<file path="src/rtl/addsub_mc.sv">
// Multi-cycle WIDTH-bit adder/subtractor: carry ripples through one CHUNK-bit slice per clock,
// four-phase REQ/ACK handshake. Define ADDSUB_SUB_EN to honour OP (subtraction); otherwise it always adds.
module addsub_mc #(
    parameter int WIDTH = 25,
    parameter int CHUNK = 5
) (
    input  logic             CLK,
    input  logic             RSTN,
    input  logic             REQ,
    input  logic             OP,
    input  logic [WIDTH-1:0] A,
    input  logic [WIDTH-1:0] B,
    output logic [WIDTH-1:0] Z,
    output logic             COUT,
    output logic             OVF,
    output logic             ACK,
    output logic             BUSY
);
    localparam int NCH = WIDTH / CHUNK;
    localparam int CW  = (NCH > 1) ? $clog2(NCH) : 1;

    typedef enum logic [1:0] {S_IDLE, S_CALC, S_HOLD, S_DONE} state_t;

    state_t           r_state;
    state_t           w_state_next;
    logic [WIDTH-1:0] r_aq;
    logic [WIDTH-1:0] r_bq;
    logic             r_carry;
    logic [CW-1:0]    r_cnt;
    logic             r_cout;
    logic             r_ovf;
    logic             r_ack;
    logic             r_busy;
    logic [CHUNK:0]   w_sum;
    logic             w_last;
    logic             w_msb_cin;

    // Operands shift right one slice per cycle, so the active slice is always the low CHUNK bits.
    assign w_sum     = {1'b0, r_aq[CHUNK-1:0]} + {1'b0, r_bq[CHUNK-1:0]} + {{CHUNK{1'b0}}, r_carry};
    assign w_last    = (r_cnt == CW'(NCH - 1));
    // Carry into the slice MSB recovered from its sum bit: c_in = a ^ b ^ s.
    assign w_msb_cin = r_aq[CHUNK-1] ^ r_bq[CHUNK-1] ^ w_sum[CHUNK-1];

`ifndef ADDSUB_SUB_EN
    logic w_unused_op;
    assign w_unused_op = OP;
`endif

    always_ff @(posedge CLK) begin
        if (!RSTN) r_state <= S_IDLE;
        else       r_state <= w_state_next;
    end

    always_comb begin
        w_state_next = r_state;
        case (r_state)
            S_IDLE:  if (REQ)    w_state_next = S_CALC;
            S_CALC:  if (w_last) w_state_next = S_HOLD;
            S_HOLD:  if (!REQ)   w_state_next = S_DONE;
            S_DONE:              w_state_next = S_IDLE;
            default:             w_state_next = S_IDLE;
        endcase
    end

    always_ff @(posedge CLK) begin
        if (!RSTN) begin
            r_aq    <= '0;
            r_bq    <= '0;
            r_carry <= 1'b0;
            r_cnt   <= '0;
            r_cout  <= 1'b0;
            r_ovf   <= 1'b0;
            r_ack   <= 1'b0;
            r_busy  <= 1'b0;
        end else begin
            case (r_state)
                S_IDLE: begin
                    if (REQ) begin
                        r_aq    <= A;
`ifdef ADDSUB_SUB_EN
                        r_bq    <= OP ? ~B : B;
                        r_carry <= OP;
`else
                        r_bq    <= B;
                        r_carry <= 1'b0;
`endif
                        r_cnt   <= '0;
                        r_busy  <= 1'b1;
                    end
                end
                S_CALC: begin
                    r_aq    <= r_aq >> CHUNK;
                    r_bq    <= r_bq >> CHUNK;
                    r_carry <= w_sum[CHUNK];
                    r_cnt   <= r_cnt + 1'b1;
                    if (w_last) begin
                        r_cout <= w_sum[CHUNK];
                        r_ovf  <= w_msb_cin ^ w_sum[CHUNK];
                        r_ack  <= 1'b1;
                        r_busy <= 1'b0;
                    end
                end
                S_HOLD: begin
                    if (!REQ) r_ack <= 1'b0;
                end
                default: ;
            endcase
        end
    end

    // Each result slice is its own register, written only on its own CALC cycle.
    generate
        for (genvar gi = 0; gi < NCH; gi++) begin : g_slice
            logic [CHUNK-1:0] r_zs;
            always_ff @(posedge CLK) begin
                if (!RSTN)
                    r_zs <= '0;
                else if (r_state == S_CALC && r_cnt == CW'(gi))
                    r_zs <= w_sum[CHUNK-1:0];
            end
            assign Z[gi*CHUNK +: CHUNK] = r_zs;
        end
    endgenerate

    assign COUT = r_cout;
    assign OVF  = r_ovf;
    assign ACK  = r_ack;
    assign BUSY = r_busy;
endmodule

</file>
<file path="config.mk">
export PLATFORM = sky130hd
export DESIGN_NAME = addsub_mc
export DESIGN_NICKNAME = d
export VERILOG_FILES = /design/src/rtl/addsub_mc.sv
export SDC_FILE = /design/constraint.sdc
export NUM_CORES = 1
export LEC_CHECK = 0
export CAP_MARGIN = 10
export CORE_ASPECT_RATIO = 1.4
export CORE_MARGIN = 5
export CORE_UTILIZATION = 54
export DETAILED_ROUTE_END_ITERATION = 8
export PLACE_DENSITY = 0.84
export SLEW_MARGIN = 20
export SYNTH_ARGS = -nofsm -noshare
export SYNTH_HDL_FRONTEND = slang
export SYNTH_SLANG_ARGS = --single-unit
</file>
<file path="constraint.sdc">
create_clock -name CLK -period 3.3 [get_ports CLK]
set_input_delay 0.66 -clock CLK [delete_from_list [all_inputs] [get_ports CLK]]
set_output_delay 0.66 -clock CLK [all_outputs]
set_load 0.01 [all_outputs]
</file>
==> impl_metrics.csv <==
group,metric,value,unit
clock_network,cts.clk_slew.worst_paths,0.08,ns
cells_and_area,final_core_util,70.1,%
cells_and_area,syn2layout_area_growth,27.3,%
worst_setup_path,worstSetupStartpointType,"flip-flop",
clock_network,clk_latency,0.35,ns
synth,ys_seq_area_share,44.9,%
sta,clock_skew,0.00958,ns
worst_hold_path,hold_path_class,"reg -> reg",
sta,tightest_slew,0.733,ns
die,fp.dieH,109,µm
clock_network,numCtsBuffers,9,
worst_setup_path,r2r_start,"r_state[1]",
cells_and_area,drive_gt1_share,5.42,%
outcome,status,"completed",
worst_setup_path,reg2reg_depth,6,
power_and_ir_drop,peakVddDrop,0.000477,V
clock_network,ctsHoldBuffers,0,
worst_setup_path,criticalPathCategory,"reg -> reg",
drt,drc,0,
cells_and_area,antenna_cells,0,
sta,hold_violations,0,
synth,netlist_area,3790,µm²
clock_network,clk_path_buf_depth,2,
synth,yosys_warnings,0,
sta,max_slew_margin,50.9,%
placement,portBuffers,81,
global_routing,grt_usage,18.8,%
worst_setup_path,path_max_fanout,54,
clock_network,cts_max_level,3,
power_and_ir_drop,power,3.92,mW
global_routing,overflow,0,
sta,min_period,2.24,ns
synth,synth_seq_cells,85,
die,die-width,80.8,µm
die,pin_count,83,
sta,fin_hold_ws,0.457,ns
placement,gp_routability_congestion,0.858,
worst_setup_path,worst_setup_path_end_kind,"flip-flop",
drt,drt-pass1-iter-count,4,
sta,rsz0062_at_grt,"false",
sta,setup_viol,0,
worst_setup_path,required,3.55,ns
clock_network,ctsResizeCount,0,
drt,routed_wl,8160,µm
drt,drt-wirelength-per-cell,14.2,µm
cells_and_area,num-nets-final,544,
clock_network,clockRootBuffer,"clkbuf_8",
power_and_ir_drop,cellLeakagePower,1.80,nW
job,maxCapViolCount,0,
die,core_area,6890,µm²
sta,max_freq,446,MHz
sta,post-route-period-util,67.9,%
drt,vias,3122,
power_and_ir_drop,power_density,812,nW/µm²
synth,yosysUniqueCellTypes,38,
placement,hpwl,5850,µm
synth,synth_fp_nets,474,
clock_network,tritoncts,"built",
die,die_area,8830,µm²
worst_setup_path,crit_arrival,2.49,ns
clock_network,cts_setup_buffers,0,
global_routing,grt_pass1_vias,2957,
synth,syn_avg_cell_area,9.37,µm²
drt,viasPerCell,5.43,
drt,drt_iter0_drc,156,
global_routing,antenna_found_initial,0,
global_routing,grt_first_pass_wirelength,13000,µm
worst_setup_path,regToRegSetupSlack,1.06,ns
worst_hold_path,whs_endpoint,"g_slice[1].r_zs[0]",
drt,antenna_left,0,
sta,fin_tns_setup,0,ns
synth,synth_cells,405,
die,row_count,36,
worst_setup_path,r2r_end,"r_aq[13]",
sta,drv_slew,0,
global_routing,grt_start_max_net_pins,55,
sta,setup_slack,1.06,ns
clock_network,clock_sinks,85,
worst_hold_path,hold_start,"g_slice[1].r_zs[0]",
worst_hold_path,min_path_cells,2,
die,initial_core_util,55.0,%
placement,preCtsSetupSlack,0.749,ns
-- worst max-delay path by stage --
stage / from / end / cells past startpoint
2_1_floorplan: r_aq[0] / g_slice[0].r_zs[4] / 7
3_3_place_gp: REQ / r_aq[12] / 5
3_5_place_dp: REQ / r_aq[13] / 5
4_1_cts: r_state[1] / r_aq[13] / 6
5_1_grt: r_state[1] / r_aq[13] / 6
6_report: r_state[1] / r_aq[13] / 6
-- power breakdown --
part           internal, mW  total [mW]  switching (mW)
Combinational         0.668        1.57           0.907
Clock                 0.523       0.877           0.354
Sequential             1.31        1.47           0.160
-- per-layer routing --
layer	wire [µm]	part of all wire (%)	GRT usage, %
met5	0	0	0
met2	4130	51	33.2
met4	239	2.9	8.70
met3	419	5.1	4.63
met1	3370	41	20.9
-- critical path, cell delays in order, from the launching register on --
cell and delay [ns]:
dfxtp_1 0.33, inv_1 0.10, ha_2 0.49, mux2_4 0.59, buf_4 0.32, nor2_1 0.06
a211oi_1 0.24
-- registers in the layout, indices dropped and copies added, names as in the netlist --
name          count
ACK               1
BUSY              1
COUT              1
OVF               1
g_slice.r_zs     25
r_aq             25
r_bq             25
r_carry           1
r_cnt             3
r_state           2
-- cell families after synthesis --
kind of cell               count (synthesis)  synth area share, %
and+or+nand+nor                          129                 14.5
adders and majority gates                 15                 5.34
AOI/OAI and AO/OA                         91                 17.2
buffers and inverters                     39                 5.84
xor gates and xnor gates                   2                0.462
muxes                                     44                 11.8
DFF                                       85                 44.9
-- metrics by stage --
step / area (µm²) / std cells
global placement: 4590 / 559
CTS: 4830 / 575
global route: 4830 / 575
finish: 4830 / 575
floorplan: 3790 / 405
detailed placement: 4590 / 559
-- cells in the final DEF, fill, tap and decap left out, types with 2 or more instances in the layout --
cell type	Yosys	layout
and2_1	4	4
o311ai_1	2	2
nand3_1	13	13
a22oi_1	12	12
o21ai_0	3	3
nor2_1	65	65
nand2_1	31	31
nor3_1	3	3
ha_1	13	12
mux2i_1	42	42
nor2b_1	2	2
clkdlybuf4s50_1	0	81
bufinv_16	0	3
buf_4	5	6
nand2b_1	2	2
o31ai_1	5	5
dfxtp_1	85	85
a21oi_1	16	16
clkbuf_1	7	2
xnor2_1	2	2
clkbuf_8	0	10
inv_1	10	10
fa_1	2	2
a211oi_1	46	46
o311ai_0	3	3
nand4_1	5	5
-- layout make-up --
type                       count  area (µm²)
inverter                      11        41.3
timing repair buffer          87         856
sequential                    85        1700
tap                           95         119
clock buffer                  12         145
clock inverter                 4        95.1
fill                         542        2060
multi-input combinational    281        1870
-- Yosys cell counts --
master	instances	area (µm²)
a211oi_1	46	345
a21o_1	1	7.51
a21oi_1	16	80.1
a21oi_2	1	8.76
a221oi_2	1	15.0
a22oi_1	12	90.1
and2_1	4	25.0
and2b_1	1	7.51
and3_1	1	6.26
and4_1	1	8.76
buf_1	1	3.75
buf_2	8	40.0
buf_4	5	37.5
buf_6	6	67.6
clkbuf_1	7	26.3
clkbuf_2	1	5.00
dfxtp_1	85	1700
fa_1	2	40.0
ha_1	13	163
inv_1	10	37.5
inv_2	1	3.75
mux2_2	1	11.3
mux2_4	1	15.0
mux2i_1	42	420
nand2_1	31	116
nand2b_1	2	12.5
nand3_1	13	65.1
nand4_1	5	31.3
nor2_1	65	244
nor2b_1	2	12.5
nor3_1	3	15.0
nor4_1	1	6.26
o211a_1	1	10.0
o21ai_0	3	15.0
o311ai_0	3	26.3
o311ai_1	2	17.5
o31ai_1	5	37.5
xnor2_1	2	17.5
No activity file was read; power rests on OpenSTA's default activity.
